<file path="src/rtl/watchdog_multi_pkg.sv">
// Shared types and default parameters for the multi-channel watchdog.
package watchdog_multi_pkg;

  typedef enum logic [1:0] {
    IDLE    = 2'd0,
    RUNNING = 2'd1,
    EXPIRED = 2'd2
  } wdg_state_t;

  localparam int unsigned DEFAULT_NUM_CHANNELS  = 4;
  localparam int unsigned DEFAULT_COUNTER_WIDTH = 16;

endpackage

</file>
<file path="src/rtl/watchdog_multi_if.sv">
// Control/status bundle between a watchdog controller (master) and the watchdog (slave).
interface watchdog_multi_if
  import watchdog_multi_pkg::*;
#(
  parameter int unsigned NUM_CHANNELS  = DEFAULT_NUM_CHANNELS,
  parameter int unsigned COUNTER_WIDTH = DEFAULT_COUNTER_WIDTH
);

  logic [NUM_CHANNELS-1:0]               arm;
  logic [NUM_CHANNELS-1:0]               disarm;
  logic [NUM_CHANNELS-1:0]               kick;
  logic [NUM_CHANNELS-1:0]               auto_reload;
  logic [NUM_CHANNELS*COUNTER_WIDTH-1:0] limit;
  logic [NUM_CHANNELS-1:0]               clear_timeout;
  logic [NUM_CHANNELS-1:0]               timeout_vector;
  logic                                  timeout;
  logic [NUM_CHANNELS*COUNTER_WIDTH-1:0] counter;
  logic [NUM_CHANNELS-1:0]               active;

  modport master (
    output arm, disarm, kick, auto_reload, limit, clear_timeout,
    input  timeout_vector, timeout, counter, active
  );

  modport slave (
    input  arm, disarm, kick, auto_reload, limit, clear_timeout,
    output timeout_vector, timeout, counter, active
  );

endinterface

</file>
<file path="src/rtl/watchdog_channel.sv">
// One watchdog channel: IDLE/RUNNING/EXPIRED FSM, saturating counter and sticky timeout flag.
module watchdog_channel
  import watchdog_multi_pkg::*;
#(
  parameter int unsigned COUNTER_WIDTH = DEFAULT_COUNTER_WIDTH
) (
  input  logic                     clock,
  input  logic                     reset,
  input  logic                     arm,
  input  logic                     disarm,
  input  logic                     kick,
  input  logic                     auto_reload,
  input  logic [COUNTER_WIDTH-1:0] limit,
  input  logic                     clear_timeout,
  output logic                     timeout_flag,
  output logic [COUNTER_WIDTH-1:0] counter,
  output logic                     active
);

  wdg_state_t               state;
  logic [COUNTER_WIDTH-1:0] latched_limit;
  logic                     reload_mode;
  logic                     expire;

  // Expiry only fires when no higher-priority action claims this edge.
  always_comb begin
    expire = 1'b0;
    if (!disarm && !arm && !kick && (state == RUNNING) && (counter == latched_limit)) begin
      expire = 1'b1;
    end
  end

  always_ff @(posedge clock or posedge reset) begin
    if (reset) begin
      state         <= IDLE;
      counter       <= '0;
      latched_limit <= '0;
      reload_mode   <= 1'b0;
      active        <= 1'b0;
      timeout_flag  <= 1'b0;
    end else begin
      // Set beats clear on the same edge.
      if (expire) begin
        timeout_flag <= 1'b1;
      end else if (clear_timeout) begin
        timeout_flag <= 1'b0;
      end

      if (disarm) begin
        state   <= IDLE;
        counter <= '0;
        active  <= 1'b0;
      end else if (arm) begin
        state         <= RUNNING;
        counter       <= '0;
        latched_limit <= limit;
        reload_mode   <= auto_reload;
        active        <= 1'b1;
      end else if (state == RUNNING) begin
        if (kick) begin
          counter <= '0;
        end else if (counter == latched_limit) begin
          if (reload_mode) begin
            counter <= '0;
          end else begin
            state  <= EXPIRED;
            active <= 1'b0;
          end
        end else begin
          counter <= counter + COUNTER_WIDTH'(1);
        end
      end
    end
  end

endmodule

</file>
<file path="src/rtl/watchdog_multi.sv">
// Multi-channel watchdog: replicates watchdog_channel and packs per-channel status onto the bus.
module watchdog_multi
  import watchdog_multi_pkg::*;
#(
  parameter int unsigned NUM_CHANNELS  = DEFAULT_NUM_CHANNELS,
  parameter int unsigned COUNTER_WIDTH = DEFAULT_COUNTER_WIDTH
) (
  input  logic             clock,
  input  logic             reset,
  watchdog_multi_if.slave  bus
);

  for (genvar i = 0; i < NUM_CHANNELS; i++) begin : g_ch
    watchdog_channel #(
      .COUNTER_WIDTH(COUNTER_WIDTH)
    ) u_channel (
      .clock         (clock),
      .reset         (reset),
      .arm           (bus.arm[i]),
      .disarm        (bus.disarm[i]),
      .kick          (bus.kick[i]),
      .auto_reload   (bus.auto_reload[i]),
      .limit         (bus.limit[i*COUNTER_WIDTH +: COUNTER_WIDTH]),
      .clear_timeout (bus.clear_timeout[i]),
      .timeout_flag  (bus.timeout_vector[i]),
      .counter       (bus.counter[i*COUNTER_WIDTH +: COUNTER_WIDTH]),
      .active        (bus.active[i])
    );
  end

  // Summary flag is a plain OR of registered per-channel flags.
  assign bus.timeout = |bus.timeout_vector;

endmodule

</file>
<file path="src/flat_wrapper.sv">
// flat-port wrapper written by rule: the top's interface ports become plain ports
module watchdog_multi_flat import watchdog_multi_pkg::*;
#(
  parameter int unsigned NUM_CHANNELS  = DEFAULT_NUM_CHANNELS,
  parameter int unsigned COUNTER_WIDTH = DEFAULT_COUNTER_WIDTH
)
  (clock, reset, bus_arm, bus_disarm, bus_kick, bus_auto_reload, bus_limit, bus_clear_timeout, bus_timeout_vector, bus_timeout, bus_counter, bus_active);
  watchdog_multi_if #(.NUM_CHANNELS(NUM_CHANNELS), .COUNTER_WIDTH(COUNTER_WIDTH)) bus_i ();
  input  logic clock;
  input  logic reset;
  input wire logic [$bits(bus_i.arm)-1:0] bus_arm;
  input wire logic [$bits(bus_i.disarm)-1:0] bus_disarm;
  input wire logic [$bits(bus_i.kick)-1:0] bus_kick;
  input wire logic [$bits(bus_i.auto_reload)-1:0] bus_auto_reload;
  input wire logic [$bits(bus_i.limit)-1:0] bus_limit;
  input wire logic [$bits(bus_i.clear_timeout)-1:0] bus_clear_timeout;
  output wire logic [$bits(bus_i.timeout_vector)-1:0] bus_timeout_vector;
  output wire logic [$bits(bus_i.timeout)-1:0] bus_timeout;
  output wire logic [$bits(bus_i.counter)-1:0] bus_counter;
  output wire logic [$bits(bus_i.active)-1:0] bus_active;
  assign bus_i.arm = bus_arm;
  assign bus_i.disarm = bus_disarm;
  assign bus_i.kick = bus_kick;
  assign bus_i.auto_reload = bus_auto_reload;
  assign bus_i.limit = bus_limit;
  assign bus_i.clear_timeout = bus_clear_timeout;
  assign bus_timeout_vector = bus_i.timeout_vector;
  assign bus_timeout = bus_i.timeout;
  assign bus_counter = bus_i.counter;
  assign bus_active = bus_i.active;
  watchdog_multi #(.NUM_CHANNELS(NUM_CHANNELS), .COUNTER_WIDTH(COUNTER_WIDTH)) u_core (.clock(clock), .reset(reset), .bus(bus_i));
endmodule
</file>
<file path="config.mk">
export PLATFORM = sky130hd
export DESIGN_NAME = watchdog_multi_flat
export DESIGN_NICKNAME = d
export VERILOG_FILES = /design/src/rtl/watchdog_multi_pkg.sv /design/src/rtl/watchdog_multi_if.sv /design/src/rtl/watchdog_channel.sv /design/src/rtl/watchdog_multi.sv /design/src/flat_wrapper.sv
export SDC_FILE = /design/constraint.sdc
export NUM_CORES = 1
export LEC_CHECK = 0
export BUFFER_PORTS_ARGS = -buffer_cell sky130_fd_sc_hd__buf_2
export CORE_MARGIN = 1
export CORE_UTILIZATION = 28
export DETAILED_ROUTE_END_ITERATION = 7
export GPL_TIMING_DRIVEN = 0
export SETUP_SLACK_MARGIN = 0.15
export SLEW_MARGIN = 0
export SYNTH_ARGS = -nofsm -noshare
export SYNTH_HDL_FRONTEND = slang
export SYNTH_SLANG_ARGS = --single-unit
</file>
<file path="constraint.sdc">
create_clock -name clock -period 6 [get_ports clock]
set_clock_uncertainty 0.1 [all_clocks]
set_input_delay 0.6 -clock clock [delete_from_list [all_inputs] [get_ports clock]]
set_output_delay 0.6 -clock clock [all_outputs]
set_load 0.005 [all_outputs]
</file>
==> metrics.md <==
| Metric | Value |
|---|---|
| Iteration-0 DRC Markers | 332 |
| Crit-path max cell delay | 0.49 ns |
| Die width | ~170 um |
| RSZ-0062 raised after global routing | false |
| WL per Instance | between 15 and 20 um |
| Status | finished clean |
| Netlist cell types | 57 |
| Grt ovf | 0 |
| Seq/Total Area, Yosys | 0.473 |
| Mapped Nets | 821 |
| Req. time, crit path | 6.20 ns |
| Setup TNS | 0 ns |
| CTS Hold Buffers Added | 0 |
| Critical path type | flop to flop |
| Area Growth Syn to Fin | 25.4% |
| CTS Buf Count | 17 |
| Fillers | 2734 |
| Max Clock Freq | 392 MHz |
| Reg clk slew, reported paths | 0.07 ns |
| Vias per std cell | 4.99 |
| Total GRT Usage | 0.150 |
| Design Area, Final | ~0.0096 mm^2 |
| Final setup viols | 0 |
| Sink Count | between 100 and 150 |
| Worst setup EP type | flop |
| Yosys reg bits | 144 |
| Final hold vios | 0 |
| Data arrival, critical path | roughly 2.8 ns |
| Placed cell count | 1231 |
| CTS tree | built |
| Core Footprint | 0.0268 mm^2 |
| Maxcap violations | 0 |
| Global placement routability congestion | 0.821 |
| DP HPWL | approximately 15000 um |
| Worst min-delay path class | input pin to async pin |
| Syn Std Cell Area | 0.00763 mm^2 |
| Residual DRC | 0 |
| Register area | 0.00360 mm^2 |
| Dominant cells by area after synthesis | dfrtp_1, mux2_2, xnor2_1, o21ai_0, nand2_1 |
| Crit-path max FO | 10 |
| Worst slew margin | 0.337 |
| PwrDens | 272 mW/mm^2 |
| I/O Buffers | 158 |
| Antenna violations before repair | 1 |
| Layout Cells excl Fill | 1263 |
| Top-area cell type share of the netlist area | 0.473 |
| CTS Root Cell | clkbuf_16 |
| Final Util | 0.357 |
| Post-synth EDFFs | 0 |
| Clock Path Buffers | 2 |
| Top-count cell post-synth | dfrtp_1 |
| Post-synth ARST share | 1.00 |
| Largest net degree at the start of global routing | 77 |
| Synth top cells by count | dfrtp_1, mux2_2, nand2_1 |
| First-pass GRT wire length | 33400 um |
| Leading area contributor after synthesis | dfrtp_1 |
| Via count | 6298 |
| Worst skew pair latency | 0.42 ns |
| Starting density of the core | 0.285 |
| Cell repeated most along the worst path | nor4_1 |
| I/O pin count | ~160 |
| CP startpoint kind | flop |
| Mapped Cells | 731 |
| Final count of pins violating max slew | 0 |
| GR Util met2 | 0.241 |
| M3 GR Usage | 0.0333 |
| Area of the multi-input gates | ~0.0037 mm^2 |
| Dpl cell area | 0.00888 mm^2 |
| Ys Warns | 0 |
| Final ANT Viol Nets | 0 |
| Crit-path cells | xor2_1 > nor4_1 > nand4_2 > nand2_1 > buf_2 > nor4_1 > a211o_2 |
| Leak pwr | 0.00460 uW |
| Tot Pwr | 2600 uW |
| Routing usage on met1 | 0.201 |
| Final worst-path cycle share | 0.426 |
| Tightest Pin Transition | 0.987 ns |
| Syn avg cell area | 10.4 um^2 |
| Num rows | 60 |
| Prevailing post-synth register cell | dfrtp_1 |
| Post-CTS Resized | 0 |
| Die H | 167 um |
| Post-CTS setup buffers | 0 |
| Peak supply drop | 0.139 mV |
| Final wirelength | 20700 um |
| Slowest cell on the critical path | nor4_1 |
| Vias in the first global route | 6224 |
| Fin crit period | 2.55 ns |
| H-tree levels | 4 |
| DIE AREA | roughly 0.028 mm^2 |
| GR peak layer | met2 |
| Diodes inserted | 0 |
| First-pass DRT Iterations | 5 |
| Net count, final | 999 |
| Fraction of layout cells with a size suffix above 1 | 0.326 |
[worst max-delay path: cells and delay by family, from the launching register on]
| family | cells | cell delay (ns) |
|---|---|---|
| AND/OR/NAND/NOR | 4 | 1.09 |
| XOR/XNOR | 1 | 0.23 |
| flip-flops | 1 | 0.48 |
| buffers and inverters | 1 | 0.26 |
| AO/OA/AOI/OAI | 1 | 0.28 |
[layout by cell type (no fill, tap or decap), drive strengths merged, types with 3 or more instances in the layout]
master | synthesis | layout
nor3b | 15 | 15
nand2 | 59 | 59
mux2 | 69 | 69
nand3b | 4 | 4
and2 | 5 | 5
nor2b | 5 | 5
a21o | 25 | 25
buf | 23 | 182
nor2 | 35 | 35
and4 | 6 | 6
nand4 | 19 | 19
clkinv | 0 | 5
bufinv | 0 | 6
o31ai | 4 | 4
ha | 4 | 4
o21ai | 48 | 48
inv | 16 | 17
a32oi | 4 | 4
dfrtp | 144 | 144
nand3 | 33 | 33
a211o | 9 | 9
nor3 | 21 | 21
and3 | 14 | 14
mux2i | 6 | 6
a21oi | 21 | 21
nor4 | 21 | 21
xor2 | 18 | 18
xnor2 | 49 | 49
clkbuf | 17 | 36
or3 | 10 | 10
a211oi | 3 | 3
nand2b | 5 | 5
[worst paths after layout]
| kind | start | to | slack [ns] | cells past startpoint |
|---|---|---|---|---|
| worst min register to register | u_core.g_ch[3].u_channel.reload_mode$_DFFE_PP0P_ | u_core.g_ch[3].u_channel.reload_mode$_DFFE_PP0P_ | 0.42 | 1 |
| min in group clock | bus_clear_timeout[0] | u_core.g_ch[0].u_channel.timeout_flag$_DFFE_PP0P_ | 0.26 | 2 |
| worst max-delay path | u_core.g_ch[1].u_channel.counter[11]$_DFFE_PP0P_ | u_core.g_ch[1].u_channel.counter[9]$_DFFE_PP0P_ | 3.45 | 7 |
| max in group asynchronous | reset | u_core.g_ch[2].u_channel.latched_limit[15]$_DFFE_PP0P_ | 4.77 | 3 |
| worst max register to register | u_core.g_ch[1].u_channel.counter[11]$_DFFE_PP0P_ | u_core.g_ch[1].u_channel.counter[9]$_DFFE_PP0P_ | 3.45 | 7 |
| worst min-delay path | reset | u_core.g_ch[1].u_channel.latched_limit[7]$_DFFE_PP0P_ | 0.19 | 2 |
[kinds of logic (layout without fill, tap and decap cells)]
family	after synthesis	after routing	synth area share
buffers and inverters	56	247	0.0394
adders and majority gates	4	4	0.00656
xor gates and xnor gates	67	67	0.0769
DFF	144	144	0.473
AOI/OAI and AO/OA	130	130	0.114
and+or+nand+nor	255	255	0.181
muxes	75	75	0.110
[routing by layer]
metal | vias to the layer above | share of wire
met1 | 3129 | 0.47
li1 | 2995 | -
met3 | 10 | 0.043
met4 | 0 | 0.0075
met5 | - | 0
met2 | 164 | 0.48
[registers in the layout (all words and copies together) (netlist names)]
name	cells
u_core.g_ch.u_channel.latched_limit	64
u_core.g_ch.u_channel.timeout_flag	4
u_core.g_ch.u_channel.state	8
u_core.g_ch.u_channel.reload_mode	4
u_core.g_ch.u_channel.counter	64
[stage by stage]
step / hold slack [ns] / worst slack [ns]
floorplan: 0.381 / 1.43
global placement: 0.395 / -0.671
detailed placement: 0.410 / 3.36
CTS: 0.203 / 3.44
global route: 0.216 / 3.21
finish: 0.188 / 3.45
[power breakdown]
group	total, uW	switching [uW]	internal (uW)
logic	254	116	137
registers	1100	55.7	1040
clock network	1250	442	806
total	2600	614	1980
[cell type report]
type / count / share of cell area
buffer: 40 / 0.0251
clock buffer: 19 / 0.0474
clock inverter: 13 / 0.0243
inverter: 16 / 0.00680
multi-input combinational: 531 / 0.389
sequential: 144 / 0.377
tap: 341 / 0.0446
timing repair buffer: 159 / 0.0856
Power figures use the tool's default switching activity.
